`src/rtl/axi_read_arbiter.sv`:
```
// AXI read-channel arbiter: decodes ARADDR per master, arbitrates per slave, and holds each route until RLAST.
// Define AXI_READ_ARB_RR_EN for per-slave round-robin; without it, the lowest master index wins.
module axi_read_arbiter #(
  parameter int NUM_M     = 3,
  parameter int NUM_S     = 6,
  parameter int MIDX_BITS = 2,
  parameter int SIDX_BITS = 3
) (
  input  logic                            clk,
  input  logic                            rst,
  input  logic [NUM_M-1:0]                ARVALID_M,
  input  logic [NUM_M-1:0][31:0]          ARADDR_M,
  input  logic [NUM_S+1:0]                ARREADY_S,
  input  logic [NUM_S+1:0]                RVALID_S,
  input  logic [NUM_S+1:0]                RLAST_S,
  input  logic [NUM_M:0]                  RREADY_M,
  output logic [NUM_S:0][MIDX_BITS-1:0]   SRIdx,
  output logic [NUM_M-1:0][SIDX_BITS-1:0] MRIdx,
  output logic [NUM_M-1:0]                busy_o
);

  localparam logic [MIDX_BITS-1:0] IDLE_M = MIDX_BITS'(NUM_M);
  localparam logic [SIDX_BITS-1:0] IDLE_S = SIDX_BITS'(NUM_S + 1);

  typedef enum logic [1:0] {ST_IDLE = 2'd0, ST_AR_BUSY = 2'd1, ST_R_BUSY = 2'd2} state_t;

  state_t                          state_r     [NUM_M];
  state_t                          state_nxt_s [NUM_M];
  logic [NUM_S:0]                  slave_busy_r;
  logic [NUM_S:0]                  slave_busy_nxt_s;
  logic [NUM_S:0][MIDX_BITS-1:0]   sridx_nxt_s;
  logic [NUM_M-1:0][SIDX_BITS-1:0] mridx_nxt_s;
  logic [NUM_M-1:0][SIDX_BITS-1:0] target_s;
  logic [NUM_M-1:0]                ar_done_s;
  logic [NUM_M-1:0]                release_s;
  logic [NUM_M-1:0]                grant_m_s;
  logic [NUM_S:0][NUM_M-1:0]       req_s;
  logic [NUM_S:0]                  gnt_found_s;
  logic [NUM_S:0][MIDX_BITS-1:0]   gnt_win_s;
  logic [NUM_S:0]                  release_slv_s;
  logic [NUM_M-1:0][15:0]          addr_lo_unused_s;
  logic                            rready_idle_unused_s;
`ifdef AXI_READ_ARB_RR_EN
  logic [NUM_S:0][MIDX_BITS-1:0]   rr_r;
  logic [NUM_S:0][MIDX_BITS-1:0]   rr_nxt_s;
`endif

  // First requester found scanning from start, wrapping modulo NUM_M; returns {found, winner}.
  function automatic logic [MIDX_BITS:0] pick(input logic [NUM_M-1:0] req, input int start);
    logic                 found;
    logic [MIDX_BITS-1:0] win;
    int                   c;
    found = 1'b0;
    win   = {MIDX_BITS{1'b0}};
    for (int k = 0; k < NUM_M; k++) begin
      c     = (start + k) % NUM_M;
      win   = (!found && req[c]) ? MIDX_BITS'(c) : win;
      found = found | req[c];
    end
    return {found, win};
  endfunction

  assign rready_idle_unused_s = RREADY_M[NUM_M];

  // Address decode and per-master handshake detection on the locked route.
  always_comb begin
    for (int m = 0; m < NUM_M; m++) begin
      addr_lo_unused_s[m] = ARADDR_M[m][15:0];
      if (ARADDR_M[m][31:16] < 16'(NUM_S)) begin
        target_s[m] = SIDX_BITS'(ARADDR_M[m][31:16]) + SIDX_BITS'(1);
      end else begin
        target_s[m] = {SIDX_BITS{1'b0}};
      end
      ar_done_s[m] = (state_r[m] == ST_AR_BUSY) && ARVALID_M[m] && ARREADY_S[MRIdx[m]];
      release_s[m] = (state_r[m] == ST_R_BUSY) && RVALID_S[MRIdx[m]] && RREADY_M[m]
                     && RLAST_S[MRIdx[m]];
    end
  end

  // Per-slave candidate collection and winner selection.
  always_comb begin
    req_s         = {((NUM_S+1)*NUM_M){1'b0}};
    gnt_found_s   = {(NUM_S+1){1'b0}};
    gnt_win_s     = {((NUM_S+1)*MIDX_BITS){1'b0}};
    release_slv_s = {(NUM_S+1){1'b0}};
    for (int s = 0; s <= NUM_S; s++) begin
      for (int m = 0; m < NUM_M; m++) begin
        req_s[s][m] = !slave_busy_r[s] && (state_r[m] == ST_IDLE) && ARVALID_M[m]
                      && (target_s[m] == SIDX_BITS'(s));
        release_slv_s[s] = release_slv_s[s] | (release_s[m] && (MRIdx[m] == SIDX_BITS'(s)));
      end
`ifdef AXI_READ_ARB_RR_EN
      {gnt_found_s[s], gnt_win_s[s]} = pick(req_s[s], int'(rr_r[s]));
`else
      {gnt_found_s[s], gnt_win_s[s]} = pick(req_s[s], 0);
`endif
    end
    for (int m = 0; m < NUM_M; m++) begin
      grant_m_s[m] = gnt_found_s[target_s[m]] && (gnt_win_s[target_s[m]] == MIDX_BITS'(m));
    end
  end

  // Next-state for master FSMs, route indices and slave locks.
  always_comb begin
    sridx_nxt_s      = SRIdx;
    mridx_nxt_s      = MRIdx;
    slave_busy_nxt_s = slave_busy_r;
    for (int m = 0; m < NUM_M; m++) begin
      state_nxt_s[m] = state_r[m];
      case (state_r[m])
        ST_IDLE: begin
          if (grant_m_s[m]) begin
            state_nxt_s[m] = ST_AR_BUSY;
            mridx_nxt_s[m] = target_s[m];
          end else begin
            state_nxt_s[m] = ST_IDLE;
          end
        end
        ST_AR_BUSY: begin
          if (ar_done_s[m]) begin
            state_nxt_s[m] = ST_R_BUSY;
          end else begin
            state_nxt_s[m] = ST_AR_BUSY;
          end
        end
        ST_R_BUSY: begin
          if (release_s[m]) begin
            state_nxt_s[m] = ST_IDLE;
            mridx_nxt_s[m] = IDLE_S;
          end else begin
            state_nxt_s[m] = ST_R_BUSY;
          end
        end
        default: begin
          state_nxt_s[m] = ST_IDLE;
          mridx_nxt_s[m] = IDLE_S;
        end
      endcase
    end
    // A slave is never released and granted together: its lock masks all candidates.
    for (int s = 0; s <= NUM_S; s++) begin
      if (release_slv_s[s]) begin
        slave_busy_nxt_s[s] = 1'b0;
        sridx_nxt_s[s]      = IDLE_M;
      end else if (gnt_found_s[s]) begin
        slave_busy_nxt_s[s] = 1'b1;
        sridx_nxt_s[s]      = gnt_win_s[s];
      end else begin
        slave_busy_nxt_s[s] = slave_busy_r[s];
        sridx_nxt_s[s]      = SRIdx[s];
      end
    end
  end

  // State, route and lock registers.
  always_ff @(posedge clk or posedge rst) begin
    if (rst) begin
      for (int m = 0; m < NUM_M; m++) begin
        state_r[m] <= ST_IDLE;
      end
      SRIdx        <= {(NUM_S+1){IDLE_M}};
      MRIdx        <= {NUM_M{IDLE_S}};
      slave_busy_r <= {(NUM_S+1){1'b0}};
      busy_o       <= {NUM_M{1'b0}};
    end else begin
      for (int m = 0; m < NUM_M; m++) begin
        state_r[m] <= state_nxt_s[m];
        busy_o[m]  <= (state_nxt_s[m] != ST_IDLE);
      end
      SRIdx        <= sridx_nxt_s;
      MRIdx        <= mridx_nxt_s;
      slave_busy_r <= slave_busy_nxt_s;
    end
  end

`ifdef AXI_READ_ARB_RR_EN
  // Round-robin pointers advance past each slave's latest winner.
  always_comb begin
    for (int s = 0; s <= NUM_S; s++) begin
      rr_nxt_s[s] = gnt_found_s[s] ? MIDX_BITS'((int'(gnt_win_s[s]) + 1) % NUM_M) : rr_r[s];
    end
  end

  // Round-robin pointer registers.
  always_ff @(posedge clk or posedge rst) begin
    if (rst) begin
      rr_r <= {((NUM_S+1)*MIDX_BITS){1'b0}};
    end else begin
      rr_r <= rr_nxt_s;
    end
  end
`endif

endmodule
```
`config.mk`:
```
export PLATFORM = sky130hd
export DESIGN_NAME = axi_read_arbiter
export DESIGN_NICKNAME = d
export VERILOG_FILES = /design/src/rtl/axi_read_arbiter.sv
export SDC_FILE = /design/constraint.sdc
export NUM_CORES = 1
export LEC_CHECK = 0
export CORE_MARGIN = 10
export CORE_UTILIZATION = 48
export DETAILED_ROUTE_END_ITERATION = 8
export PLACE_DENSITY = 0.88
export SYNTH_ARGS = -nofsm -noshare
export SYNTH_HDL_FRONTEND = slang
export SYNTH_SLANG_ARGS = --single-unit
```
`constraint.sdc`:
```
create_clock -name clk -period 4.5 [get_ports clk]
set_input_delay 0.675 -clock clk [delete_from_list [all_inputs] [get_ports clk]]
set_output_delay 0.675 -clock clk [all_outputs]
set_load 0.01 [all_outputs]
```
==> qor.yml <==
cells_and_area:
  n_antenna_cell: 0
  drive_gt1_share_pct: 18.82
  syn_to_final_growth_pct: 32.65
  nets: 641
  multi_input_area_sq_um: 2640
  register_area_sq_um: 1005
  fillers: 678
setup_path:
  crit-reg2reg-launch: "state_r[3]"
  critical_path.cell_chain: "clkdlybuf4s50_1 > ha_1 > nor2b_1 > nand2_1 > a211oi_1 > nor2b_1 > o32ai_1 > o32a_2 > nand3_4 > mux2_4"
  cp_common_cell: "nor2b_1"
  path_class: "in -> reg"
  rrSetupSlack_ps: 1560
  worstSetupStartpointType: "input pin"
  cp_max_fo: 7
  rr_worst_depth: 8
  max_stage_delay_ps: 910
  cp_data_required_time_ps: 4740
  cp.arrival_ps: 3990
  cp_slowest_cell: "a211oi_1"
  cp-end-kind: "register"
  reg2reg_to: "MRIdx[6]"
routing:
  via_count: 3886
  ant_nets: 0
  drt-total-wl_microns: 12980
  first_iter_violations: 311
  dr.pass1.iters: 5
  viasPerCell: 6.350
  wl_per_cell_microns: 21.21
  drc: 0
die:
  core_sq_um: 7687
  initial_core_util_pct: 48.96
  dieArea_sq_um: 11780
  io-pin-count: 155
  dieHeight_microns: 108.6
  fp.dieW_microns: 108.6
  rows: 32
sta:
  setup_tns_ps: 0
  finalHoldViolCount: 0
  fmax_mhz: 266.3
  fin_worst_skew_ps: 10.75
  worst_pin_slew_ps: 1087
  setup_viol: 0
  slew_viol_final: 0
  hold_ws_ps: 536.6
  rsz0062_at_grt: "no"
  fin_crit_ps: 3756
  min_period_over_period_pct: 83.46
  relSlewSlack_pct: 27.09
synth:
  syn_area_sq_um: 3764
  synth.avg_cell_area_sq_um: 9.180
  seq_area_frac_synth_pct: 26.70
  ys.flop_type: "dfstp_2"
  synth_edf_count: 0
  synth_cell_types: 84
  synthCells: 410
  synth_nets: 542
  synthArstFlopShare_pct: 100.0
  yosysWarningCount: 0
  ys_ff_latch: 39
global_routing:
  grt_util_all_layers_pct: 21.67
  grt_pass1_wl_microns: 20480
  grt_max_degree: 40
  grt_pass1_vias: 3996
  gr-total-overflow: 0
  antenna_found_initial: 0
clocking:
  hold_buffers: 0
  cts_setup_buffers: 0
  clk_latency_ps: 310
  clk_pin_slew_ps: 80
  cts.sinks: 39
  cts_buffer_depth: 2
  htreeDepth: 2
  root_buffer: "clkbuf_8"
  postCtsResizedCells: 0
  cts_buffers: 5
  cts_tree: "built"
pwr:
  pwr-share-seq_pct: 36.1
  clockPowerShare_pct: 14.4
  p_per_area_nw_per_um2: 431.8
  power_leakage_nw: 1.798
  switching_share_pct: 39.36
  power.switching_mw: 0.8484
  comb_power_share_pct: 49.5
  p_int_mw: 1.307
  irDropWorstVdd_mv: 0.2250
placement:
  dp_hpwl_microns: 10440
  gp_congestion: 0.9117
  io_buffer_count: 105
hold_path:
  min_from: "SRIdx[1]"
  worstHoldPathCells: 2
  hp-class: "reg -> reg"
  hold_end: "SRIdx[1]"
flow_run:
  maxCapViolations: 0
status:
  status: "finished clean"
-- cell type report --
cell class,count,share of cell area [%]
multi-input combinational,346,52.88
tap,102,2.556
clock inverter,3,0.8772
timing repair buffer,108,21.50
clock buffer,5,1.378
sequential,39,20.13
inverter,9,0.6767
-- sequential cells by signal, summed over array words and instances, names as in the netlist --
name,count
SRIdx,14
MRIdx,9
slave_busy_r,7
state_r,6
busy_o,3
-- layer usage --
layer | global-route usage, % | part of all wire (%) | vias to the layer above | wire length (microns)
met2 | 38.36 | 50 | 189 | 6448
met4 | 4.614 | 1.6 | 0 | 202
li1 | - | - | 1782 | -
met5 | 0 | 0 | - | 0
met1 | 25.78 | 40 | 1896 | 5212
met3 | 5.592 | 8.6 | 19 | 1118
-- layout by cell type (no fill, tap or decap), types with 5 or more instances in the layout --
cell,Yosys,final
mux4_2,12,12
a21oi_1,19,19
nor4_4,9,9
clkbuf_8,0,5
nand3_1,18,18
nand3b_1,9,9
nand2_1,42,42
o21ai_0,11,11
nor3_1,19,19
a211oi_1,5,5
dfstp_2,23,23
clkdlybuf4s50_1,0,105
nor2_1,38,38
dfrtp_1,16,16
or2_2,7,7
mux2i_1,6,6
nand2b_1,9,9
nor2b_1,11,11
inv_1,8,8
o31ai_1,7,7
-- synthesized netlist by cell type, types with 8 or more instances --
master | count | area share, %
nand2_1 | 42 | 4.2
nor2_1 | 38 | 3.8
dfstp_2 | 23 | 16
a21oi_1 | 19 | 2.5
nor3_1 | 19 | 2.5
nand3_1 | 18 | 2.4
dfrtp_1 | 16 | 11
mux4_2 | 12 | 7.2
nor2b_1 | 11 | 1.8
o21ai_0 | 11 | 1.5
nand2b_1 | 9 | 1.5
nand3b_1 | 9 | 1.8
nor4_4 | 9 | 5.1
inv_1 | 8 | 0.80
-- cells by family (layout without fill, tap and decap cells) --
logic type               Yosys count  in the layout  synth area share, %
multiplexers                      22             22                10.17
flip-flops                        39             39                26.70
XOR/XNOR                           6              6                1.397
buffers and inverters             25            125                3.158
AND/OR/NAND/NOR                  215            215                37.03
AO/OA/AOI/OAI                    100            100                20.55
adder cells (fa/ha/maj)            3              3               0.9974
-- critical path, delay by kind of cell --
family	cells	cell delay, ps
buf+inv	1	550
mux	1	310
compound gates	3	1470
simple gates	4	550
fa+ha+maj	1	440
-- power by group through the flow --
stage          Sequential (mW)  Clock, mW  Combinational (mW)
2_1_floorplan            0.718          0               0.644
3_3_place_gp             0.766          0                1.04
4_1_cts                  0.771      0.314                1.07
3_5_place_dp             0.774          0                1.07
5_1_grt                  0.799      0.330                1.15
6_report                 0.778      0.311                1.07
-- stage by stage --
step | cell area, sq um | cells | setup WS [ps] | power [mW] | util [%]
2_1_floorplan | 3764 | 410 | 1803 | 1.362 | -
3_5_place_dp | 4880 | 604 | 574.1 | 1.840 | 63.48
5_1_grt | 4992 | 612 | 680.7 | 2.281 | 64.94
4_1_cts | 4992 | 612 | 886.3 | 2.154 | 64.94
6_report | 4992 | 612 | 744.2 | 2.155 | 64.94
3_3_place_gp | 4880 | 604 | 587.4 | 1.802 | 63.48
-- worst max path at each step --
stage,from,end,cells past startpoint
6_report,ARADDR_M[16],MRIdx[4],10
5_1_grt,ARADDR_M[16],MRIdx[4],10
4_1_cts,ARADDR_M[16],MRIdx[4],10
3_5_place_dp,ARADDR_M[16],MRIdx[3],10
3_3_place_gp,ARADDR_M[16],MRIdx[4],10
2_1_floorplan,ARADDR_M[80],state_r[0],9
Power figures use the tool's default switching activity.
